## src/rtl/nn_pkg.sv

```systemverilog
// Shared encodings for the neuron datapath: activation modes, FSM states and
// the leaky-ReLU shift.
package nn_pkg;

    typedef enum logic [1:0] {
        ACT_NONE  = 2'd0,
        ACT_RELU  = 2'd1,
        ACT_LEAKY = 2'd2,
        ACT_RSVD  = 2'd3
    } act_mode_t;

    typedef enum logic [1:0] {
        S_IDLE  = 2'd0,
        S_ACCUM = 2'd1,
        S_FINAL = 2'd2,
        S_HOLD  = 2'd3
    } state_t;

    // Negative inputs to leaky ReLU are scaled by 1/8.
    localparam int LEAKY_SHIFT = 3;

endpackage

```

## src/rtl/fxp_round_sat.sv

```systemverilog
// Combinational round-half-up from 2*FRAC_BITS to FRAC_BITS fractional bits,
// followed by saturation to a signed WIDTH-bit result with a clamp flag.
module fxp_round_sat #(
    parameter int ACC_W     = 21,
    parameter int WIDTH     = 8,
    parameter int FRAC_BITS = 6
) (
    input  logic signed [ACC_W-1:0] acc,
    output logic signed [WIDTH-1:0] res,
    output logic                    sat
);

    localparam logic signed [ACC_W-1:0] HALF  = ACC_W'(1 << (FRAC_BITS - 1));
    localparam logic signed [ACC_W-1:0] MAX_V = ACC_W'((1 << (WIDTH - 1)) - 1);
    localparam logic signed [ACC_W-1:0] MIN_V = ACC_W'(-(1 << (WIDTH - 1)));

    logic signed [ACC_W-1:0] sum;
    logic signed [ACC_W-1:0] shifted;

    // ACC_W leaves headroom above the largest dot product, so adding HALF cannot wrap.
    assign sum     = acc + HALF;
    assign shifted = sum >>> FRAC_BITS;

    always_comb begin
        res = shifted[WIDTH-1:0];
        sat = 1'b0;
        if (shifted > MAX_V) begin
            res = {1'b0, {(WIDTH-1){1'b1}}};
            sat = 1'b1;
        end else if (shifted < MIN_V) begin
            res = {1'b1, {(WIDTH-1){1'b0}}};
            sat = 1'b1;
        end
    end

endmodule

```

## src/rtl/neuron_dot_unit.sv

```systemverilog
// Sequential fixed-point neuron: biased dot product over a valid/ready operand
// stream, rounded, saturated and activated onto a valid/ready result port.
module neuron_dot_unit
    import nn_pkg::*;
#(
    parameter int  WIDTH     = 8,
    parameter int  INT_BITS  = 2,
    parameter int  MAX_LEN   = 16,
    localparam int FRAC_BITS = WIDTH - INT_BITS,
    localparam int LEN_W     = $clog2(MAX_LEN + 1),
    localparam int ACC_W     = 2 * WIDTH + $clog2(MAX_LEN) + 1
) (
    input  logic             clk,
    input  logic             reset,
    input  logic             start,
    input  logic [LEN_W-1:0] len,
    input  logic [WIDTH-1:0] bias,
    input  logic [1:0]       act_mode,
    output logic             busy,
    input  logic             in_valid,
    output logic             in_ready,
    input  logic [WIDTH-1:0] a,
    input  logic [WIDTH-1:0] b,
    output logic             out_valid,
    input  logic             out_ready,
    output logic [WIDTH-1:0] out,
    output logic             sat
);

    state_t                  state;
    state_t                  state_nxt;
    act_mode_t               mode_q;
    logic [LEN_W-1:0]        len_q;
    logic [LEN_W-1:0]        count_q;
    logic [LEN_W-1:0]        len_eff;
    logic signed [ACC_W-1:0] acc_q;
    logic signed [ACC_W-1:0] bias_ext;
    logic signed [ACC_W-1:0] prod_ext;
    logic signed [2*WIDTH-1:0] prod;
    logic signed [WIDTH-1:0] rs_val;
    logic signed [WIDTH-1:0] act_val;
    logic [WIDTH-1:0]        out_q;
    logic                    rs_sat;
    logic                    sat_q;
    logic                    beat;
    logic                    last_beat;

    assign len_eff   = (len > LEN_W'(MAX_LEN)) ? LEN_W'(MAX_LEN) : len;
    assign beat      = (state == S_ACCUM) && in_valid;
    assign last_beat = beat && (count_q == len_q - LEN_W'(1));

    // Bias is aligned to the product scale (2*FRAC_BITS fractional bits).
    assign bias_ext = {{(ACC_W-WIDTH-FRAC_BITS){bias[WIDTH-1]}}, bias, {FRAC_BITS{1'b0}}};
    assign prod     = $signed(a) * $signed(b);
    assign prod_ext = {{(ACC_W-2*WIDTH){prod[2*WIDTH-1]}}, prod};

    fxp_round_sat #(
        .ACC_W     (ACC_W),
        .WIDTH     (WIDTH),
        .FRAC_BITS (FRAC_BITS)
    ) u_round_sat (
        .acc (acc_q),
        .res (rs_val),
        .sat (rs_sat)
    );

    always_comb begin
        act_val = rs_val;
        case (mode_q)
            ACT_RELU:  if (rs_val < 0) act_val = '0;
            ACT_LEAKY: if (rs_val < 0) act_val = rs_val >>> LEAKY_SHIFT;
            default:   act_val = rs_val;
        endcase
    end

    // NOTE: non-blocking assignments so every register samples pre-edge values.
    always_ff @(posedge clk) begin
        if (reset) begin
            state <= S_IDLE;
        end else begin
            state <= state_nxt;
        end
    end

    // NOTE: every output gets a default first, so no path can infer a latch.
    always_comb begin
        state_nxt = state;
        busy      = 1'b1;
        in_ready  = 1'b0;
        out_valid = 1'b0;
        case (state)
            S_IDLE: begin
                busy = 1'b0;
                if (start) begin
                    state_nxt = (len_eff == '0) ? S_FINAL : S_ACCUM;
                end
            end
            S_ACCUM: begin
                in_ready = 1'b1;
                if (last_beat) begin
                    state_nxt = S_FINAL;
                end
            end
            S_FINAL: begin
                state_nxt = S_HOLD;
            end
            S_HOLD: begin
                out_valid = 1'b1;
                if (out_ready) begin
                    state_nxt = S_IDLE;
                end
            end
            default: begin
                state_nxt = S_IDLE;
            end
        endcase
    end

    always_ff @(posedge clk) begin
        if (reset) begin
            mode_q  <= ACT_NONE;
            len_q   <= '0;
            count_q <= '0;
            acc_q   <= '0;
            out_q   <= '0;
            sat_q   <= 1'b0;
        end else begin
            case (state)
                S_IDLE: begin
                    if (start) begin
                        mode_q  <= act_mode_t'(act_mode);
                        len_q   <= len_eff;
                        count_q <= '0;
                        acc_q   <= bias_ext;
                    end
                end
                S_ACCUM: begin
                    if (beat) begin
                        acc_q   <= acc_q + prod_ext;
                        count_q <= count_q + LEN_W'(1);
                    end
                end
                S_FINAL: begin
                    out_q <= act_val;
                    sat_q <= rs_sat;
                end
                default: begin
                end
            endcase
        end
    end

    assign out = out_q;
    assign sat = sat_q;

endmodule

```

## config.mk

```make
export PLATFORM = sky130hd
export DESIGN_NAME = neuron_dot_unit
export DESIGN_NICKNAME = d
export VERILOG_FILES = /design/src/rtl/nn_pkg.sv /design/src/rtl/fxp_round_sat.sv /design/src/rtl/neuron_dot_unit.sv
export SDC_FILE = /design/constraint.sdc
export NUM_CORES = 1
export LEC_CHECK = 0
export CORE_MARGIN = 2
export CORE_UTILIZATION = 45
export CTS_CLUSTER_SIZE = 12
export DETAILED_ROUTE_END_ITERATION = 6
export DONT_BUFFER_PORTS = 1
export GPL_TIMING_DRIVEN = 0
export HOLD_SLACK_MARGIN = 0.02
export PLACE_DENSITY = 0.62
export SYNTH_ARGS = -nofsm -noshare
export SYNTH_HDL_FRONTEND = slang
export SYNTH_SLANG_ARGS = --single-unit
```

## constraint.sdc

```tcl
create_clock -name clk -period 22.8 [get_ports clk]
set_clock_uncertainty 0.05 [all_clocks]
set_input_delay 6.84 -clock clk [delete_from_list [all_inputs] [get_ports clk]]
set_output_delay 6.84 -clock clk [all_outputs]
set_load 0.03 [all_outputs]
```

==> impl_metrics.sql <==
INSERT INTO impl_metrics (metric_group, metric, value, unit) VALUES
('route', 'antenna_violating_nets_post_route', '0', ''),
('layout', 'fillers', '1347', ''),
('floorplanning', 'standard_cell_rows', '43', ''),
('route', 'routed_wirelength', '15300', 'um'),
('clock_network', 'clk_pin_slew_worst_paths', '0.06', 'ns'),
('critical_path', 'crit_type', 'primary input to register', ''),
('critical_path', 'cp_data_required_time', '22.90', 'ns'),
('sta', 'max-slew-margin-rel', '40.2', '%'),
('critical_path', 'critical_path_arrival', '12.44', 'ns'),
('sta', 'final.min_clock_period', '12.34', 'ns'),
('synthesis', 'synth_cell_types', '62', ''),
('placed_design', 'dp_hpwl', '12800', 'um'),
('layout', 'commonest_non_fill_non_tap_cells_in_the_layout', 'inv_1 (107), fa_1 (92), nand2_1 (59)', ''),
('grt', 'grt_util_all_layers', '22.1', '%'),
('layout', 'most_frequent_standard_cell_in_the_layout_excluding_fill_and_tap_cells', 'inv_1', ''),
('synthesis', 'synth_area_per_cell', '8.74', 'um2'),
('clock_network', 'post_cts.resized_instances', '0', ''),
('floorplanning', 'io_pins', '48', ''),
('placed_design', 'gpl.final_weighted_congestion', '0.862', ''),
('synthesis', 'syn-instance-count', '721', ''),
('route', 'detail_route.vias_per_cell', '5.52', ''),
('route', 'drt_drc_violations_left', '0', ''),
('synthesis', 'synth-main-ff-cell', 'dfxtp_1', ''),
('placed_design', 'port_buffers', '0', ''),
('sta', 'timing_worst_slew_pin_value', '0.885', 'ns'),
('clock_network', 'clock_insertion_delay_worst_skew', '0.29', 'ns'),
('layout', 'footprint_of_the_flip_flops_and_latches', '881', 'um2'),
('sta', 'fmaxAchievable', '81.1', 'MHz'),
('clock_network', 'ctsHoldBuffers', '0', ''),
('synthesis', 'synthesis.area', '0.00630', 'mm2'),
('clock_network', 'htree_num_levels', '2', ''),
('clock_network', 'max_clock_buf_depth', '2', ''),
('critical_path', 'cp-end-kind', 'register', ''),
('clock_network', 'clock-sinks', '44', ''),
('floorplanning', 'total_die_area', '0.0150', 'mm2'),
('route', 'vias', '5014', ''),
('grt', 'grt_max_degree', '15', ''),
('layout', 'area_growth', '5.80', '%'),
('synthesis', 'synthDominantCellAreaShare', '29.2', '%'),
('grt', 'grt_pass1_vias', '5346', ''),
('synthesis', 'async_flop_share', '0', '%'),
('clock_network', 'clock_tree.root_cell', 'clkbuf_16', ''),
('floorplanning', 'chipWidth', '122', 'um'),
('clock_network', 'cts_post_setup_buffers_inserted', '0', ''),
('critical_path', 'crit_path_start_kind', 'primary input', ''),
('sta', 'finalSetupTns', '0', 'ns'),
('worst_hold_path', 'worst_min_delay_path_class', 'register to register', ''),
('floorplanning', 'start_util', '45.7', '%'),
('critical_path', 'critical_path.max_fanout', '13', ''),
('synthesis', 'synth_enable_flop_cells', '0', ''),
('route', 'drt-pass1-iter-count', '5', ''),
('clock_network', 'numCtsBuffers', '5', ''),
('sta', 'rsz0062_at_grt', 'no', ''),
('job', 'drv.max_cap_violation_count', '0', ''),
('synthesis', 'netlist.top_cell.by_area', 'fa_1', ''),
('sta', 'hold-worst-slack', '0.408', 'ns'),
('synthesis', 'ys_seq_elements', '44', ''),
('layout', 'drive_above_1_share', '2.47', '%'),
('route', 'number_of_drc_violations_after_detailed_routing_iteration_0', '223', ''),
('floorplanning', 'die-height', '122', 'um'),
('sta', 'final_hold_viol_count', '0', ''),
('synthesis', 'synth_warnings', '0', ''),
('layout', 'final_nets', '914', ''),
('layout', 'area_used_by_multi_input_combinational_logic', '0.00493', 'mm2'),
('grt', 'grt.overflow.total', '0', ''),
('status', 'status', 'finished, final reports clean', ''),
('sta', 'finalSetupViolations', '0', ''),
('synthesis', 'synth.yosys.seq_area_share', '14.0', '%'),
('grt', 'grt_pass1_wl', '26500', 'um'),
('synthesis', 'synth_top_cells_by_area', 'fa_1 (29%), dfxtp_1 (14%), ha_1 (12%), inv_1 (6.4%), nand2_1 (3.5%)', ''),
('clock_network', 'clock_tree_from_tritoncts', 'built', ''),
('floorplanning', 'core', '0.0138', 'mm2'),
('grt', 'antenna_violations_before_repair', '0', ''),
('sta', 'fin_crit_sh', '54.1', '%'),
('sta', 'finalMaxSlewViolations', '0', ''),
('route', 'routedWlPerCell', '16.9', 'um'),
('synthesis', 'number_of_nets_produced_by_synthesis', '907', '');
[final cells by class]
class,count,area share (%)
Antenna cell,1,0.0376
Buffer,21,1.22
Clock buffer,5,1.88
Clock inverter,2,0.188
Inverter,108,6.08
Multi-Input combinational cell,548,74.0
Sequential cell,44,13.2
Tap cell,180,3.38
[state kept, by name, summed over array words and instances, names as in the netlist]
register	count
acc_q	21
out	8
count_q	5
len_q	5
mode_q	2
state	2
sat	1
[Yosys cell counts (3+ instances only)]
master and count:
nand2_1 59, and2_1 35, a21oi_1 35, a211oi_1 10, nor3b_1 5, nor2b_1 4
and3_1 5, xnor2_1 15, fa_1 92, mux2i_1 3, nand3b_1 3, a311oi_1 4
buf_1 3, o211ai_1 11, ha_1 58, nor3_1 12, clkbuf_1 16, a31oi_1 11
o21ai_0 23, a211o_1 4, xor2_1 13, dfxtp_1 44, nand4_1 7, o21ai_1 3
o21a_1 4, nand2b_1 10, inv_1 107, nor2_1 49, o21bai_1 4, o211a_1 3
or3_1 8, o31ai_1 4, nand3_1 18
[final timing paths]
path	from	endpoint	slack [ns]	depth (start not counted)
worst max-delay path	b[1]	acc_q[19]$_SDFFE_PP0P_	10.46	15
worst min-delay path	acc_q[3]$_SDFFE_PP0P_	acc_q[3]$_SDFFE_PP0P_	0.41	2
worst max register to register	acc_q[6]$_SDFFE_PP0P_	acc_q[19]$_SDFFE_PP0P_	17.24	17
worst min register to register	acc_q[3]$_SDFFE_PP0P_	acc_q[3]$_SDFFE_PP0P_	0.41	2
[layer usage]
layer	vias to the layer above	GRT usage (%)	part of all wire (%)
met5	-	0	0
met4	0	4.81	1.3
met3	14	3.76	4.7
met2	98	38.6	50
met1	2485	28.8	44
li1	2417	-	-
[per-stage QoR]
step	instances	utilization [%]	setup slack [ns]	cell area (um2)
global route	908	48.4	9.98	6660
global placement	901	47.4	10.27	6520
floorplan	721	-	10.81	6300
detailed placement	901	47.4	10.17	6520
CTS	908	48.4	10.44	6660
finish	909	48.4	10.46	6660
[worst max-delay path, cell delays in order]
cell and delay, ns:
clkbuf_1 0.28, and2_1 0.77, fa_1 0.57, fa_1 0.54, fa_1 0.44, fa_1 0.51, ha_1 0.31, ha_1 0.27
nor3_1 0.18, o21ai_0 0.14, a2111oi_0 0.71, o31ai_1 0.27, a41o_1 0.29, a31oi_1 0.20, o31ai_1 0.10
[cells by family after synthesis]
family | share of synthesized area [%]
flip-flops | 14.0
buffers and inverters | 7.73
adder cells (fa/ha/maj) | 40.8
multiplexers | 0.477
AO/OA/AOI/OAI | 14.1
AND/OR/NAND/NOR | 19.1
XOR/XNOR | 3.89
Power is left out: the tool's default activity adds up to more than one toggle a clock period on the data nets, which glitch-free logic cannot reach.
